$ cat config.mk
export PLATFORM = sky130hd
export DESIGN_NAME = encrypt_stream_ctrl
export DESIGN_NICKNAME = d
export VERILOG_FILES = /design/src/rtl/encrypt_stream_ctrl_pkg.sv /design/src/rtl/encrypt_stream_ctrl_serializer.sv /design/src/rtl/encrypt_stream_ctrl.sv
export SDC_FILE = /design/constraint.sdc
export NUM_CORES = 1
export LEC_CHECK = 0
export ABC_AREA = 1
export CORE_ASPECT_RATIO = 0.8
export CORE_MARGIN = 2
export CORE_UTILIZATION = 45
export DETAILED_ROUTE_END_ITERATION = 7
export DONT_BUFFER_PORTS = 1
export HOLD_SLACK_MARGIN = 0.05
export PLACE_DENSITY = 0.58
export SETUP_SLACK_MARGIN = 0.5
export SYNTH_ARGS = -nofsm -noshare
export SYNTH_HDL_FRONTEND = slang
export SYNTH_SLANG_ARGS = --single-unit
$ cat constraint.sdc
create_clock -name clock -period 3.25 [get_ports clock]
set_input_delay 0.4875 -clock clock [delete_from_list [all_inputs] [get_ports clock]]
set_output_delay 0.4875 -clock clock [all_outputs]
set_load 0.005 [all_outputs]
$ cat src/rtl/encrypt_stream_ctrl_pkg.sv
// ----------------------------------------------------------------------------
// encrypt_stream_ctrl_pkg
//   Shared constants and types for the byte-stream wrapper around the
//   128-bit block / 64-bit key, 32-round encryption core.
//   Contents:
//     BLK_BYTES, BLK_W, KEY_W, ROUNDS  block geometry of the core
//     TIMEOUT_DEF                      default RUN watchdog limit (cycles)
//     CNT_W, WD_W                      byte-counter and watchdog widths
//     state_e                          controller FSM encoding (2-bit)
//     wd_inc()                         saturating watchdog increment
// ----------------------------------------------------------------------------
package encrypt_stream_ctrl_pkg;

    localparam int BLK_BYTES   = 16;
    localparam int BLK_W       = 128;
    localparam int KEY_W       = 64;
    localparam int ROUNDS      = 32;
    localparam int TIMEOUT_DEF = 48;

    localparam int CNT_W = 4;
    localparam int WD_W  = 6;

    typedef enum logic [1:0] {
        ST_FILL  = 2'd0,
        ST_LOAD  = 2'd1,
        ST_RUN   = 2'd2,
        ST_DRAIN = 2'd3
    } state_e;

    // Watchdog never wraps back to a small value, so a stuck core can
    // never look like a freshly started one.
    function automatic logic [WD_W-1:0] wd_inc(input logic [WD_W-1:0] v);
        return (v == '1) ? v : v + WD_W'(1);
    endfunction

endpackage

$ cat src/rtl/encrypt_stream_ctrl_serializer.sv
// ----------------------------------------------------------------------------
// enc_byte_serializer
//   Holds one 128-bit cipher block and presents it as 16 bytes on a
//   valid/ready byte port, byte 0 = block_i[0:7] first.
//   Ports:
//     clk_i, rst_i     clock, synchronous active-high reset
//     load_i           capture block_i, start presenting byte 0
//     block_i[0:127]   block to serialise
//     m_data_o[7:0]    current byte (stable while m_valid_o & !m_ready_i)
//     m_valid_o        byte available
//     m_ready_i        sink takes the byte
//     done_o           high in the cycle the 16th byte is transferred
//
//   Handshake: a byte moves on every rising edge where valid and ready are
//   both high; valid never drops and data never changes until that happens.
// ----------------------------------------------------------------------------
module enc_byte_serializer
    import encrypt_stream_ctrl_pkg::*;
(
    input  logic             clk_i,
    input  logic             rst_i,
    input  logic             load_i,
    input  logic [0:BLK_W-1] block_i,
    output logic [7:0]       m_data_o,
    output logic             m_valid_o,
    input  logic             m_ready_i,
    output logic             done_o
);

    localparam logic [CNT_W-1:0] LAST = CNT_W'(BLK_BYTES - 1);

    logic [0:BLK_W-1] buf_q, buf_d;
    logic [CNT_W-1:0] ocnt_q, ocnt_d;
    logic             valid_q, valid_d;
    logic             xfer;

    assign xfer = valid_q & m_ready_i;

    always_comb begin
        buf_d   = buf_q;
        ocnt_d  = ocnt_q;
        valid_d = valid_q;
        if (load_i) begin
            buf_d   = block_i;
            ocnt_d  = '0;
            valid_d = 1'b1;
        end else if (xfer) begin
            // Counter wraps 15 -> 0 on the last byte, ready for the next block.
            ocnt_d = ocnt_q + CNT_W'(1);
            if (ocnt_q == LAST) begin
                valid_d = 1'b0;
            end
        end
    end

    always_ff @(posedge clk_i) begin
        if (rst_i) begin
            buf_q   <= '0;
            ocnt_q  <= '0;
            valid_q <= 1'b0;
        end else begin
            buf_q   <= buf_d;
            ocnt_q  <= ocnt_d;
            valid_q <= valid_d;
        end
    end

    assign m_data_o  = buf_q[{ocnt_q, 3'b000} +: 8];
    assign m_valid_o = valid_q;
    assign done_o    = xfer & (ocnt_q == LAST);

endmodule

$ cat src/rtl/encrypt_stream_ctrl.sv
// ----------------------------------------------------------------------------
// encrypt_stream_ctrl
//   Byte-stream front/back end for the encryption core. Packs 16 input bytes
//   into Plain, raises encrypt_start, captures Cipher on the first
//   encrypt_end cycle and streams the 16 cipher bytes out.
//   Ports:
//     clock, reset           clock, synchronous active-high reset
//     s_data/s_valid/s_ready plaintext byte input (accepted in FILL only)
//     key_in[0:63],key_load  key register write (honoured in FILL only)
//     m_data/m_valid/m_ready cipher byte output
//     Plain[0:127], Key[0:63], encrypt_start   to the core
//     encrypt_end, Cipher[0:127]               from the core
//     timeout_err            one-cycle pulse when RUN is aborted
//     dbg_state              current FSM state (state_e encoding)
//
//   Handshake on both byte ports: a byte moves on every rising edge where
//   valid and ready are both high.
//   Flow: FILL (16 bytes) -> LOAD (1 cycle, start low) -> RUN (start high
//   until encrypt_end or watchdog) -> DRAIN (16 bytes out) -> FILL.
// ----------------------------------------------------------------------------
module encrypt_stream_ctrl
    import encrypt_stream_ctrl_pkg::*;
#(
    parameter int TIMEOUT = TIMEOUT_DEF
)(
    input  logic             clock,
    input  logic             reset,
    input  logic [7:0]       s_data,
    input  logic             s_valid,
    output logic             s_ready,
    input  logic [0:KEY_W-1] key_in,
    input  logic             key_load,
    output logic [7:0]       m_data,
    output logic             m_valid,
    input  logic             m_ready,
    output logic [0:BLK_W-1] Plain,
    output logic [0:KEY_W-1] Key,
    output logic             encrypt_start,
    input  logic             encrypt_end,
    input  logic [0:BLK_W-1] Cipher,
    output logic             timeout_err,
    output logic [1:0]       dbg_state
);

    localparam logic [CNT_W-1:0] LAST   = CNT_W'(BLK_BYTES - 1);
    localparam logic [WD_W-1:0]  WD_END = WD_W'(TIMEOUT - 1);

    state_e           state_q, state_d;
    logic [CNT_W-1:0] cnt_q, cnt_d;
    logic [0:BLK_W-1] plain_q, plain_d;
    logic [0:KEY_W-1] key_q, key_d;
    logic             start_q, start_d;
    logic [WD_W-1:0]  wd_q, wd_d;
    logic             tmo_q, tmo_d;

    logic fill_xfer;
    logic cipher_take;
    logic wd_expired;
    logic ser_done;

    assign fill_xfer   = (state_q == ST_FILL) & s_valid;
    // Only the first encrypt_end cycle is used: the core keeps iterating
    // while start is high, but we leave RUN on that same edge.
    assign cipher_take = (state_q == ST_RUN) & encrypt_end;
    // wd_q counts RUN cycles from 0, so this is the last allowed RUN cycle.
    // A late encrypt_end in that cycle still wins over the abort.
    assign wd_expired  = (state_q == ST_RUN) & ~encrypt_end & (wd_q == WD_END);

    // ---------------- state register ----------------
    always_ff @(posedge clock) begin
        if (reset) begin
            state_q <= ST_FILL;
        end else begin
            state_q <= state_d;
        end
    end

    // ---------------- next-state logic ----------------
    always_comb begin
        state_d = state_q;
        case (state_q)
            ST_FILL:  if (fill_xfer && cnt_q == LAST) state_d = ST_LOAD;
            ST_LOAD:  state_d = ST_RUN;
            ST_RUN: begin
                if (cipher_take)     state_d = ST_DRAIN;
                else if (wd_expired) state_d = ST_FILL;
            end
            ST_DRAIN: if (ser_done) state_d = ST_FILL;
            default:  state_d = ST_FILL;
        endcase
    end

    // ---------------- output / datapath next values ----------------
    always_comb begin
        cnt_d   = cnt_q;
        plain_d = plain_q;
        key_d   = key_q;
        start_d = start_q;
        wd_d    = wd_q;
        tmo_d   = 1'b0;
        case (state_q)
            ST_FILL: begin
                if (fill_xfer) begin
                    plain_d[{cnt_q, 3'b000} +: 8] = s_data;
                    cnt_d = cnt_q + CNT_W'(1);
                end
                if (key_load) begin
                    key_d = key_in;
                end
            end
            ST_LOAD: begin
                // Start stays low this cycle so the core reloads Plain/Key;
                // it goes high on the edge into RUN.
                start_d = 1'b1;
                wd_d    = '0;
            end
            ST_RUN: begin
                if (cipher_take) begin
                    start_d = 1'b0;
                end else if (wd_expired) begin
                    start_d = 1'b0;
                    tmo_d   = 1'b1;
                    cnt_d   = '0;
                end else begin
                    wd_d = wd_inc(wd_q);
                end
            end
            default: ;
        endcase
    end

    always_ff @(posedge clock) begin
        if (reset) begin
            cnt_q   <= '0;
            plain_q <= '0;
            key_q   <= '0;
            start_q <= 1'b0;
            wd_q    <= '0;
            tmo_q   <= 1'b0;
        end else begin
            cnt_q   <= cnt_d;
            plain_q <= plain_d;
            key_q   <= key_d;
            start_q <= start_d;
            wd_q    <= wd_d;
            tmo_q   <= tmo_d;
        end
    end

    enc_byte_serializer u_ser (
        .clk_i     (clock),
        .rst_i     (reset),
        .load_i    (cipher_take),
        .block_i   (Cipher),
        .m_data_o  (m_data),
        .m_valid_o (m_valid),
        .m_ready_i (m_ready),
        .done_o    (ser_done)
    );

    assign s_ready       = (state_q == ST_FILL);
    assign Plain         = plain_q;
    assign Key           = key_q;
    assign encrypt_start = start_q;
    assign timeout_err   = tmo_q;
    assign dbg_state     = state_q;

endmodule

==> run_results.csv <==
group,metric,value,unit
die,die_area,31700,sq um
sta,max-slew-margin-rel,35.2,%
worst_setup_path,worstPathRequired,2.76,ns
die,start_util,46.1,%
clock_network,cts_num_sinks,339,
cells_and_area,area_growth_syn_to_layout,11.2,%
worst_setup_path,reg2reg_to,"Plain[69]",
synth,ys_async_sr_fraction,0,%
sta,setup_viol,0,
pwr,irDropWorstVdd,532,uV
drt,drc_errors,0,
worst_hold_path,hold_start,"reset",
die,std_cell_rows,56,
clock_network,cts_made_buffers,37,
synth,synth-seq-cells,339,
global_routing,antenna_found_initial,5,
pwr,pwr-share-seq,44.5,%
cells_and_area,final_common_cell,"nor2_1",
drt,routed_wl,44.1,mm
synth,yosys_warnings,0,
global_routing,overflow,0,
status,status,"finished, final reports clean",
worst_hold_path,hold_end,"encrypt_start",
global_routing,track_usage,26.9,%
worst_setup_path,cp-start-kind,"flip-flop",
die,top_level_ports,412,
synth,seq_area_frac_synth,49.9,%
sta,hold_viol,0,
drt,via_per_inst,5.49,
pwr,p_comb_share,17.8,%
pwr,p_leak,5.79,nW
die,core_area,29500,sq um
worst_setup_path,r2r-start,"cnt_q[0]",
die,die_w,198,um
synth,synthCells,1864,
pwr,swShare,31.3,%
worst_setup_path,reg2reg_depth,8,
worst_setup_path,crit_start,"u_ser.ocnt_q[1]",
sta,hold_slack,0.0965,ns
sta,slew_viol_final,0,
clock_network,clk_pin_slew,0.06,ns
sta,rsz0062_at_grt,"false",
flow_run,max_cap_violations,0,
synth,synth_area,13600,sq um
clock_network,htreeDepth,2,
worst_setup_path,cp_max_fo,18,
worst_setup_path,path_class,"flip-flop to primary output",
worst_setup_path,r2r_setup_slack,0.83,ns
pwr,clkPwrFrac,37.6,%
sta,setup_tns,0,ns
synth,yosysUniqueCellTypes,26,
clock_network,cts_tree,"yes",
pwr,power.internal,7.92,mW
synth,synth_nets,2078,
sta,clock-skew-final,0.0218,ns
sta,tightest_slew,0.969,ns
drt,antenna_left,0,
synth,synthFlopType,"dfxtp_1",
global_routing,grt_pass1_wl,66.6,mm
worst_setup_path,cp-end-kind,"primary output",
sta,max_freq,395,MHz
pwr,p_per_area,762,nW/um^2
global_routing,grt_start_max_net_pins,113,
sta,min_period_over_period,77.9,%
clock_network,clockBufferDepth,3,
cells_and_area,fin_nets,2020,
die,dieHeight,160,um
sta,fin_crit,2.53,ns
worst_setup_path,cp.arrival,2.04,ns
drt,drt_iter0_drc,899,
placement,portBuffers,0,
global_routing,grt_pass1_vias,11300,
clock_network,root_buffer,"clkbuf_16",
placement,dp_hpwl,30.4,mm
worst_hold_path,hold_path_depth,1,
drt,vias,12300,
synth,avgSynthCellArea,7.30,sq um
cells_and_area,drive_above_1_share,4.92,%
cells_and_area,layout_common_cells,"nor2_1, dfxtp_1, o21ai_0, nand2_1, a21oi_1",
placement,routabilityCongestion,0.891,
pwr,switching_power,3.61,mW
drt,dr.pass1.iters,5,
worst_hold_path,hp-class,"primary input to flip-flop",
clock_network,insertion_delay,0.53,ns
drt,wl_per_cell,19.7,um
synth,synth_edf_count,0,
-- cell type report --
cell class,count,area (sq um)
well taps,406,508
multi-input cells,1278,5850
clock buffers,55,1090
diodes,2,5.00
flip-flops and latches,339,6790
repair buffers,22,241
inverters,128,493
clock inverters,9,155
fillers,2979,14400
-- cells by family after synthesis --
family          share of synthesized area [%]
compound gates                           19.0
fa+ha+maj                               0.736
flops                                    49.9
simple gates                             23.1
buf+inv                                  7.26
-- per-stage QoR --
| stage | setup WS (ns) | instance area (sq um) | utilization (%) | power [mW] | cells |
|---|---|---|---|---|---|
| global route | 0.524 | 15100 | 51.3 | 12.1 | 2239 |
| detailed placement | 0.929 | 13800 | 46.7 | 7.22 | 2167 |
| floorplan | 1.52 | 13600 | - | 6.61 | 1864 |
| finish | 0.718 | 15100 | 51.3 | 11.5 | 2239 |
| CTS | 0.557 | 15100 | 51.1 | 11.6 | 2236 |
| global placement | 0.985 | 13800 | 46.7 | 7.18 | 2167 |
-- worst max path at each step --
| stage | end | cells after the start | slack (ns) |
|---|---|---|---|
| floorplan | m_data[2] | 7 | 1.52 |
| detailed placement | Plain[68] | 8 | 0.93 |
| CTS | m_data[3] | 4 | 0.56 |
| global placement | Plain[68] | 8 | 0.99 |
| global route | m_data[6] | 7 | 0.52 |
| finish | m_data[1] | 7 | 0.72 |
-- Yosys cell counts (3+ instances only) --
library cell	instances	area, sq um
a21oi_1	169	846
buf_1	4	15.0
buf_2	28	140
buf_4	7	52.6
clkbuf_1	80	300
clkinv_1	3	11.3
dfxtp_1	339	6790
ha_1	8	100
inv_1	119	447
inv_2	6	22.5
nand2_1	246	923
nand3_1	103	515
nand4_1	15	93.8
nor2_1	396	1490
nor2_4	3	33.8
nor3_1	12	60.1
o211ai_1	48	360
o21ai_0	270	1350
-- worst max-delay path, cell delays in order (launching register included) --
cell,delay (ns)
dfxtp_2,0.55
clkinvlp_4,0.40
o211ai_1,0.22
nand2_1,0.10
nand2_1,0.07
nand2_1,0.06
inv_1,0.05
nand2_1,0.07
-- routing by layer --
metal	track usage, %	up-vias	part of all wire [%]
met5	0	-	0.084
met4	7.21	6	2.4
met3	8.62	73	11
met2	40.3	511	43
met1	37.2	5707	43
li1	-	6000	-
-- registers in the layout (all words and copies together) (netlist names), 2 cells and up --
signal	count
Key	64
u_ser.ocnt_q	4
u_ser.buf_q	128
wd_q	6
cnt_q	4
dbg_state	2
Plain	128
-- timing repair --
item | in CTS | in global routing
endpoints found under the hold margin | 37 | 0
setup buffers | 0 | 1
hold buffers | 5 | 0
endpoints found under the setup margin | 0 | 8
gates resized for setup | 0 | 5
-- power by group through the flow --
stage	logic, mW	clock network [mW]	registers, mW
after floorplan	1.59	0	5.02
after global placement	1.95	0	5.23
after detailed placement	1.99	0	5.23
after CTS	2.03	4.40	5.14
after global routing	2.35	4.59	5.19
final	2.06	4.34	5.13
No activity file was read; power rests on OpenSTA's default activity.
